[src/rtl/fetch_queue_pkg.sv]
// Shared types and constants for the instruction fetch queue.
// Holds the entry layout, the NOP filler and the default queue depth.
package fetch_queue_pkg;

   localparam int unsigned ILEN         = 32;
   localparam int unsigned ADDRESS_BITS = 32;
   localparam int unsigned FQ_DEPTH     = 4;

   localparam logic [ILEN-1:0] NOP_INSTR = 32'h0000_0013;

   typedef struct packed {
      logic [ADDRESS_BITS-1:0] pc;
      logic [ILEN-1:0]         instr;
   } fq_entry_t;

   function automatic logic is_pow2_ge2(input int unsigned v);
      return (v >= 2) && ((v & (v - 1)) == 0);
   endfunction

endpackage

[src/rtl/fetch_queue_ff.sv]
// Generic register with enable and asynchronous active-high reset.
// Used for the fetch queue pointers and occupancy counter.
module fetch_queue_ff #(
   parameter int unsigned     Width    = 1,
   parameter logic [Width-1:0] ResetVal = '0
) (
   input  logic             clk_i,
   input  logic             reset_i,
   input  logic             en_i,
   input  logic [Width-1:0] d_i,
   output logic [Width-1:0] q_o
);

   always_ff @(posedge clk_i or posedge reset_i) begin
      if (reset_i) begin
         q_o <= ResetVal;
      end else if (en_i) begin
         q_o <= d_i;
      end
   end

endmodule

[src/rtl/fetch_queue.sv]
// Circular {pc, instr} buffer between instruction fetch and decode.
// Flush discards all entries so wrong-path instructions never reach decode.
module fetch_queue
   import fetch_queue_pkg::*;
#(
   parameter int unsigned Depth = FQ_DEPTH
) (
   input  logic                          clk_i,
   input  logic                          reset_i,
   input  logic                          enq_valid_i,
   input  logic [ILEN-1:0]               enq_instr_i,
   input  logic [ADDRESS_BITS-1:0]       enq_pc_i,
   output logic                          enq_ready_o,
   output logic                          deq_valid_o,
   output logic [ILEN-1:0]               deq_instr_o,
   output logic [ADDRESS_BITS-1:0]       deq_pc_o,
   input  logic                          deq_ready_i,
   input  logic                          flush_i,
   output logic [$clog2(Depth+1)-1:0]    count_o,
   output logic                          full_o,
   output logic                          empty_o
);

   localparam int unsigned PtrW = $clog2(Depth);
   localparam int unsigned CntW = $clog2(Depth + 1);

   if (!is_pow2_ge2(Depth)) begin : g_depth_check
      $error("fetch_queue: Depth must be a power of two and >= 2");
   end

   fq_entry_t            mem_q [Depth];
   logic [PtrW-1:0]      wr_ptr_q, wr_ptr_d;
   logic [PtrW-1:0]      rd_ptr_q, rd_ptr_d;
   logic [CntW-1:0]      count_q, count_d;
   logic                 enq_fire, deq_fire;
   logic                 wr_ptr_en, rd_ptr_en;
   fq_entry_t            head;

   // Ready depends only on registered count: no deq_ready -> enq_ready path.
   assign full_o      = (count_q == CntW'(Depth));
   assign empty_o     = (count_q == '0);
   assign enq_ready_o = !full_o;
   assign deq_valid_o = !empty_o;
   assign count_o     = count_q;

   assign enq_fire = enq_valid_i && enq_ready_o;
   assign deq_fire = deq_valid_o && deq_ready_i;

   assign head        = mem_q[rd_ptr_q];
   assign deq_instr_o = empty_o ? NOP_INSTR : head.instr;
   assign deq_pc_o    = empty_o ? '0 : head.pc;

   always_comb begin
      wr_ptr_d  = wr_ptr_q + PtrW'(1);
      rd_ptr_d  = rd_ptr_q + PtrW'(1);
      wr_ptr_en = enq_fire;
      rd_ptr_en = deq_fire;
      count_d   = count_q;
      if (flush_i) begin
         wr_ptr_d  = '0;
         rd_ptr_d  = '0;
         wr_ptr_en = 1'b1;
         rd_ptr_en = 1'b1;
         count_d   = '0;
      end else begin
         unique case ({enq_fire, deq_fire})
            2'b10:   count_d = count_q + CntW'(1);
            2'b01:   count_d = count_q - CntW'(1);
            default: count_d = count_q;
         endcase
      end
   end

   fetch_queue_ff #(.Width(PtrW)) u_wr_ptr (
      .clk_i   (clk_i),
      .reset_i (reset_i),
      .en_i    (wr_ptr_en),
      .d_i     (wr_ptr_d),
      .q_o     (wr_ptr_q)
   );

   fetch_queue_ff #(.Width(PtrW)) u_rd_ptr (
      .clk_i   (clk_i),
      .reset_i (reset_i),
      .en_i    (rd_ptr_en),
      .d_i     (rd_ptr_d),
      .q_o     (rd_ptr_q)
   );

   fetch_queue_ff #(.Width(CntW)) u_count (
      .clk_i   (clk_i),
      .reset_i (reset_i),
      .en_i    (1'b1),
      .d_i     (count_d),
      .q_o     (count_q)
   );

   // Storage is intentionally not reset; entries past count are don't-care.
   always_ff @(posedge clk_i) begin
      if (enq_fire && !flush_i) begin
         mem_q[wr_ptr_q] <= '{pc: enq_pc_i, instr: enq_instr_i};
      end
   end

   assert property (@(posedge clk_i) disable iff (reset_i) count_q <= CntW'(Depth));
   assert property (@(posedge clk_i) disable iff (reset_i) !(full_o && empty_o));
   assert property (@(posedge clk_i) disable iff (reset_i)
                    (wr_ptr_q - rd_ptr_q) == PtrW'(count_q));

endmodule

[config.mk]
export PLATFORM = sky130hd
export DESIGN_NAME = fetch_queue
export DESIGN_NICKNAME = d
export VERILOG_FILES = /design/src/rtl/fetch_queue_pkg.sv /design/src/rtl/fetch_queue_ff.sv /design/src/rtl/fetch_queue.sv
export SDC_FILE = /design/constraint.sdc
export NUM_CORES = 1
export LEC_CHECK = 0
export ABC_AREA = 1
export CAP_MARGIN = 25
export CORE_MARGIN = 4
export CORE_UTILIZATION = 61
export CTS_CLUSTER_DIAMETER = 60
export CTS_CLUSTER_SIZE = 10
export DETAILED_ROUTE_END_ITERATION = 10
export DONT_BUFFER_PORTS = 1
export PLACE_DENSITY_LB_ADDON = 0.3
export RECOVER_POWER = 50
export SLEW_MARGIN = 20
export SYNTH_ARGS = -nofsm -noshare
export SYNTH_HDL_FRONTEND = slang
export SYNTH_SLANG_ARGS = --single-unit
export TNS_END_PERCENT = 5
[constraint.sdc]
create_clock -name clk_i -period 4.68 [get_ports clk_i]
set_input_delay 0.936 -clock clk_i [delete_from_list [all_inputs] [get_ports clk_i]]
set_output_delay 0.936 -clock clk_i [all_outputs]
set_load 0.01 [all_outputs]
After elaboration in Yosys (flattened, before gate mapping)
Memories as Yosys holds them, arrays and structs flattened.
Cells that the tools add are included.

word-level totals
  flip-flop bits (word level) = 7
  memory bits (writable) = 256
  output and inout port bits = 71
  memories kept = 1

memories
  memory  depth  width  read ports  clocked after memory_dff  wr ports  line               source
  mem_q   4      64     1           0                         1         fetch_queue.sv:31  fq_entry_t mem_q [Depth];

operators by class
  add/sub/neg operators = 4
  reduce and logical (&&, ||, !) cells = 8
  muxes and demuxes = 10
  equality and inequality tests = 3

operators by type and width
  operator                                             count
  two-way mux 32 bit                                   2
  one-hot mux 3 bit (2 select lines)                   1
  adder 2 x 1 -> 2 bit, second input constant          2
  two-way mux 1 bit                                    4
  two-way mux 2 bit                                    2
  adder 3 x 1 -> 3 bit, second input constant          1
  equality test 3 bit, second input constant           1
  logical AND 1 bit                                    3
  zero test 1 bit                                      3
  zero test 3 bit                                      1
  two-way mux 3 bit                                    1
  nonzero test 3 bit                                   1
  subtractor 3 x 1 -> 3 bit, second input constant     1
  equality test 2 x 1 -> 1 bit, second input constant  1
  equality test 2 bit, second input constant           1

Longest topological paths before layout
  depth after elaboration = 6
  depth in mapped cells = 12
  mapped depth without buffers = 12

Modules after synthesis
Synthesis repeated with hierarchy kept, for this count alone.

second synthesis, totals
  cell total of the unflattened synthesis = 1025
  area, all modules = 11071.9 um^2

modules (own cells, without submodules)
  module                          area each (um^2)  times used  cells each
  fetch_queue                     10795.4           1           991
  fetch_queue_ff at u_rd_ptr ...  80.1              2           10
  fetch_queue_ff at u_count       116.4             1           14

Least setup slack after synthesis
OpenSTA, ideal clock, no wires.

  path type = input-to-reg
  start = in enq_valid_i
  end = mem mem_q[0][0] (netlist name) (enable)
  required time = 4194 ps
  arrival = 3846 ps
  slack = 348 ps
  library setup time = 486 ps
  stages = 4
  path through = nand2_2 inv_2 nand2_1 nor2_1

on the way
  cells in the longest elaborated chain, start to end = 4

RTL lines
  what                                     line                source
  start, declared                          fetch_queue.sv:10   input logic enq_valid_i,
  logical AND 1 bit                        fetch_queue.sv:46   assign enq_fire = enq_valid_i && enq_ready_o;
  logical AND 1 bit                        fetch_queue.sv:100  if (enq_fire && !flush_i) begin
  two-way mux 1 bit                        fetch_queue.sv:100
  two-way mux 1 bit (implied by the code)  fetch_queue.sv:101  mem_q[wr_ptr_q] <= '{pc: enq_pc_i, instr: enq_instr_i};
  end, declared                            fetch_queue.sv:31

No other way between the ends.

Final worst setup path
  start = reg u_rd_ptr.q_o[0]
  end = out deq_instr_o[3]

on the way
  cells in the longest elaborated chain, start to end = 2

RTL lines
  what                      line                  source
  start, declared           fetch_queue_ff.sv:11  output logic [Width-1:0] q_o
  start signal, assigned    fetch_queue_ff.sv:16  q_o <= ResetVal;
  start signal, assigned    fetch_queue_ff.sv:18  q_o <= d_i;
  memory read (4 x 64 bit)  --
  two-way mux 32 bit        fetch_queue.sv:50     assign deq_instr_o = empty_o ? NOP_INSTR : head.instr;
  end, declared             fetch_queue.sv:15     output logic [ILEN-1:0] deq_instr_o,

No other way between the ends.

==> results.py <==
metrics = {
    "clock_tree": {
        "cts_buffers": 30,
        "path_clk_slew_ns": 0.06,
        "cts.sinks": 263,
        "holdBufCountCts": 0,
        "post_cts_buffers": 0,
        "cts_root_buf": "clkbuf_16",
        "cts_max_level": 1,
        "cts-resized-gates": 0,
        "insertion_delay_ns": 0.54,
        "cts_max_path_buffers": 3,
        "cts_tree": "built",
    },
    "logic_synthesis": {
        "synth_compound_area_share_pct": 9.54,
        "synthCells": 816,
        "yosys.area_share.simple_pct": 10.6,
        "muxShareOfSynthArea_pct": 0,
        "yosysWarnings": 0,
        "synth.avg_cell_area_um2": 12.7,
        "syn_nets": 890,
        "ys_seq_area_share_pct": 76.0,
        "synth_top_family_by_area": "simple AND/OR/NAND/NOR gates",
        "synthesis.area_um2": 10300,
        "ys_types": 23,
        "ys_seq_elements": 263,
        "synth_fa_ha_area_share_pct": 0.677,
        "synthXorXnorAreaFrac_pct": 0.0847,
    },
    "floorplanning": {
        "start_util_pct": 62.4,
        "die_area_um2": 19100,
        "die_h_um": 138,
        "ios": 140,
        "core_um2": 16600,
        "die_w_um": 138,
        "rows": 47,
    },
    "grt": {
        "grt_pass1_wl_um": 32500,
        "grt_max_degree": 72,
        "antenna_found_initial": 0,
        "grt_pass1_vias": 6101,
        "globalRoute.totalOverflow": 0,
        "grt_usage_pct": 21.3,
    },
    "hold_path": {
        "hold_path_class": "input pin to asynchronous set/reset pin",
    },
    "placement": {
        "gp_congestion": 0.786,
        "port_buffers": 0,
        "dpl.hpwl_um": 12300,
        "dp_slack_ns": 1.21,
    },
    "outcome": {
        "outcome": "complete, but fails checks",
        "violations": "max-capacitance violations, max-slew violations",
    },
    "flow_run": {
        "max_cap_violations": 2,
    },
    "sta": {
        "min_period_ns": 4.04,
        "fin_skew_ns": 0.0134,
        "final.setup.tns_ns": 0,
        "fmaxAchievable_mhz": 248,
        "worst_slew_pin_slew_ns": 2.05,
        "finalSetupViolCount": 0,
        "hold_viol": 0,
        "finalCritPeriodShare_pct": 86.2,
        "hold_ws_ns": 0.231,
        "rsz0062_at_grt": "false",
        "slew_headroom_pct": -36.9,
        "maxSlewViolCount": 64,
        "fin_ws_ns": 0.645,
    },
    "worst_setup_path": {
        "crit_path_end": "deq_instr_o[3]",
        "cp-start-kind": "flip-flop",
        "critPathKind": "flip-flop to output pin",
        "r2r_cells": 7,
        "reg2reg_from": "u_count.q_o[0]",
        "cp-end-kind": "output pin",
        "worstPathMaxFanout": 68,
        "cp-startpoint": "u_rd_ptr.q_o[0]",
        "rr_endpoint": "mem_q[2][63]",
        "rrSetupSlack_ns": 1.33,
        "arrival_ns": 3.10,
        "required_ns": 3.74,
    },
    "final_layout": {
        "nNetsFinal": 891,
        "postLayoutCoreUtil_pct": 68.5,
        "drive_above_1_share_pct": 6.88,
        "syn_to_final_growth_pct": 9.77,
        "fillers": 1135,
        "final_common_cell": "nor2_1",
        "insertedDiodeCount": 0,
        "final_cell_mix": "258 x nor2_1, 256 x edfxtp_1, 124 x o21ai_0",
    },
    "power": {
        "clockPowerShare_pct": 31.2,
        "power.internal_mw": 4.23,
        "power_frac_seq_pct": 45.0,
        "power.leakage_nw": 3.83,
        "power_switching_mw": 2.08,
        "p_per_area_nw_per_um2": 556,
        "ir_worst_vdd_mv": 0.383,
        "pwr-share-comb_pct": 23.8,
        "switching_share_pct": 33.0,
    },
    "detailed_routing": {
        "dr_total_vias": 6190,
        "drc": 0,
        "wl_um": 21100,
        "post_drt_wl_per_cell_um": 20.1,
        "ant_nets": 0,
        "dr.pass1.iters": 5,
        "drt_iter0_drc": 495,
        "via_per_inst": 5.91,
    },
}
-- state kept, by name, indices dropped and copies added (netlist names) --
signal,flops
u_rd_ptr.q_o,2
u_count.q_o,3
mem_q,256
u_wr_ptr.q_o,2
-- final cells by class --
cell class                 instances  area, um2  share of cell area (%)
sequential                       263       7870                    69.3
multi-input combinational        488       2190                    19.2
clock buffer                      41        792                    6.97
tap                              220        275                    2.42
timing repair buffer              17        145                    1.28
inverter                          17       65.1                   0.573
clock inverter                     2       25.0                   0.220
-- layer usage --
metal / part of all wire, % / track usage, %
met2: 50 / 36.5
met1: 39 / 26.0
met4: 2.1 / 5.25
met3: 9.6 / 7.77
met5: 0 / 0
-- metrics by stage --
| step | power [mW] | cells | area (um2) |
|---|---|---|---|
| 2_1_floorplan | 4.03 | 816 | 10300 |
| 3_3_place_gp | 4.34 | 1004 | 10500 |
| 3_5_place_dp | 4.40 | 1005 | 10600 |
| 4_1_cts | 6.36 | 1048 | 11400 |
| 5_1_grt | 6.63 | 1048 | 11400 |
| 6_report | 6.31 | 1048 | 11400 |
-- Yosys cell counts --
master / number / area share (%)
a21oi_1: 64 / 3.1
buf_1: 6 / 0.22
buf_2: 14 / 0.68
buf_4: 12 / 0.87
buf_6: 2 / 0.22
clkbuf_1: 14 / 0.51
clkinv_1: 1 / 0.036
dfrtp_1: 7 / 1.7
edfxtp_1: 256 / 74
fa_1: 1 / 0.19
ha_1: 4 / 0.48
inv_1: 13 / 0.47
inv_2: 3 / 0.11
nand2_1: 17 / 0.62
nand2_2: 2 / 0.12
nand3_1: 5 / 0.24
nand3b_1: 1 / 0.073
nor2_1: 261 / 9.5
nor2_2: 1 / 0.061
o21ai_0: 124 / 6.0
o21ai_1: 4 / 0.19
o311ai_0: 3 / 0.25
xnor2_1: 1 / 0.085
-- worst max-delay path: stages (launching register included) --
cell      delay, ns
dfrtp_4        0.84
clkinv_2       0.80
buf_12         0.45
o21ai_0        0.24
a21oi_1        0.17
-- power groups by stage --
stage	clock, mW	sequential (mW)	combinational, mW
floorplan	0	2.82	1.21
global placement	0	2.87	1.46
detailed placement	0	2.88	1.51
CTS	2.00	2.84	1.52
global route	2.11	2.85	1.66
finish	1.97	2.84	1.50
-- how the worst min path moves through the flow --
stage / start / end / slack (ns) / depth (start not counted)
6_report: reset_i / u_wr_ptr.q_o[0] / 0.23 / 1
5_1_grt: reset_i / u_wr_ptr.q_o[0] / 0.25 / 1
4_1_cts: reset_i / u_wr_ptr.q_o[0] / 0.22 / 1
3_5_place_dp: u_count.q_o[1] / u_count.q_o[1] / 0.62 / 2
3_3_place_gp: u_wr_ptr.q_o[1] / u_wr_ptr.q_o[1] / 0.61 / 2
2_1_floorplan: u_count.q_o[1] / u_count.q_o[1] / 0.57 / 2
-- cell families after synthesis --
family,count (synthesis)
AOI/OAI and AO/OA,195
xor gates and xnor gates,1
adders and majority gates,5
buffers and inverters,65
DFF,263
and+or+nand+nor,287
(Power assumes the default switching activity.)
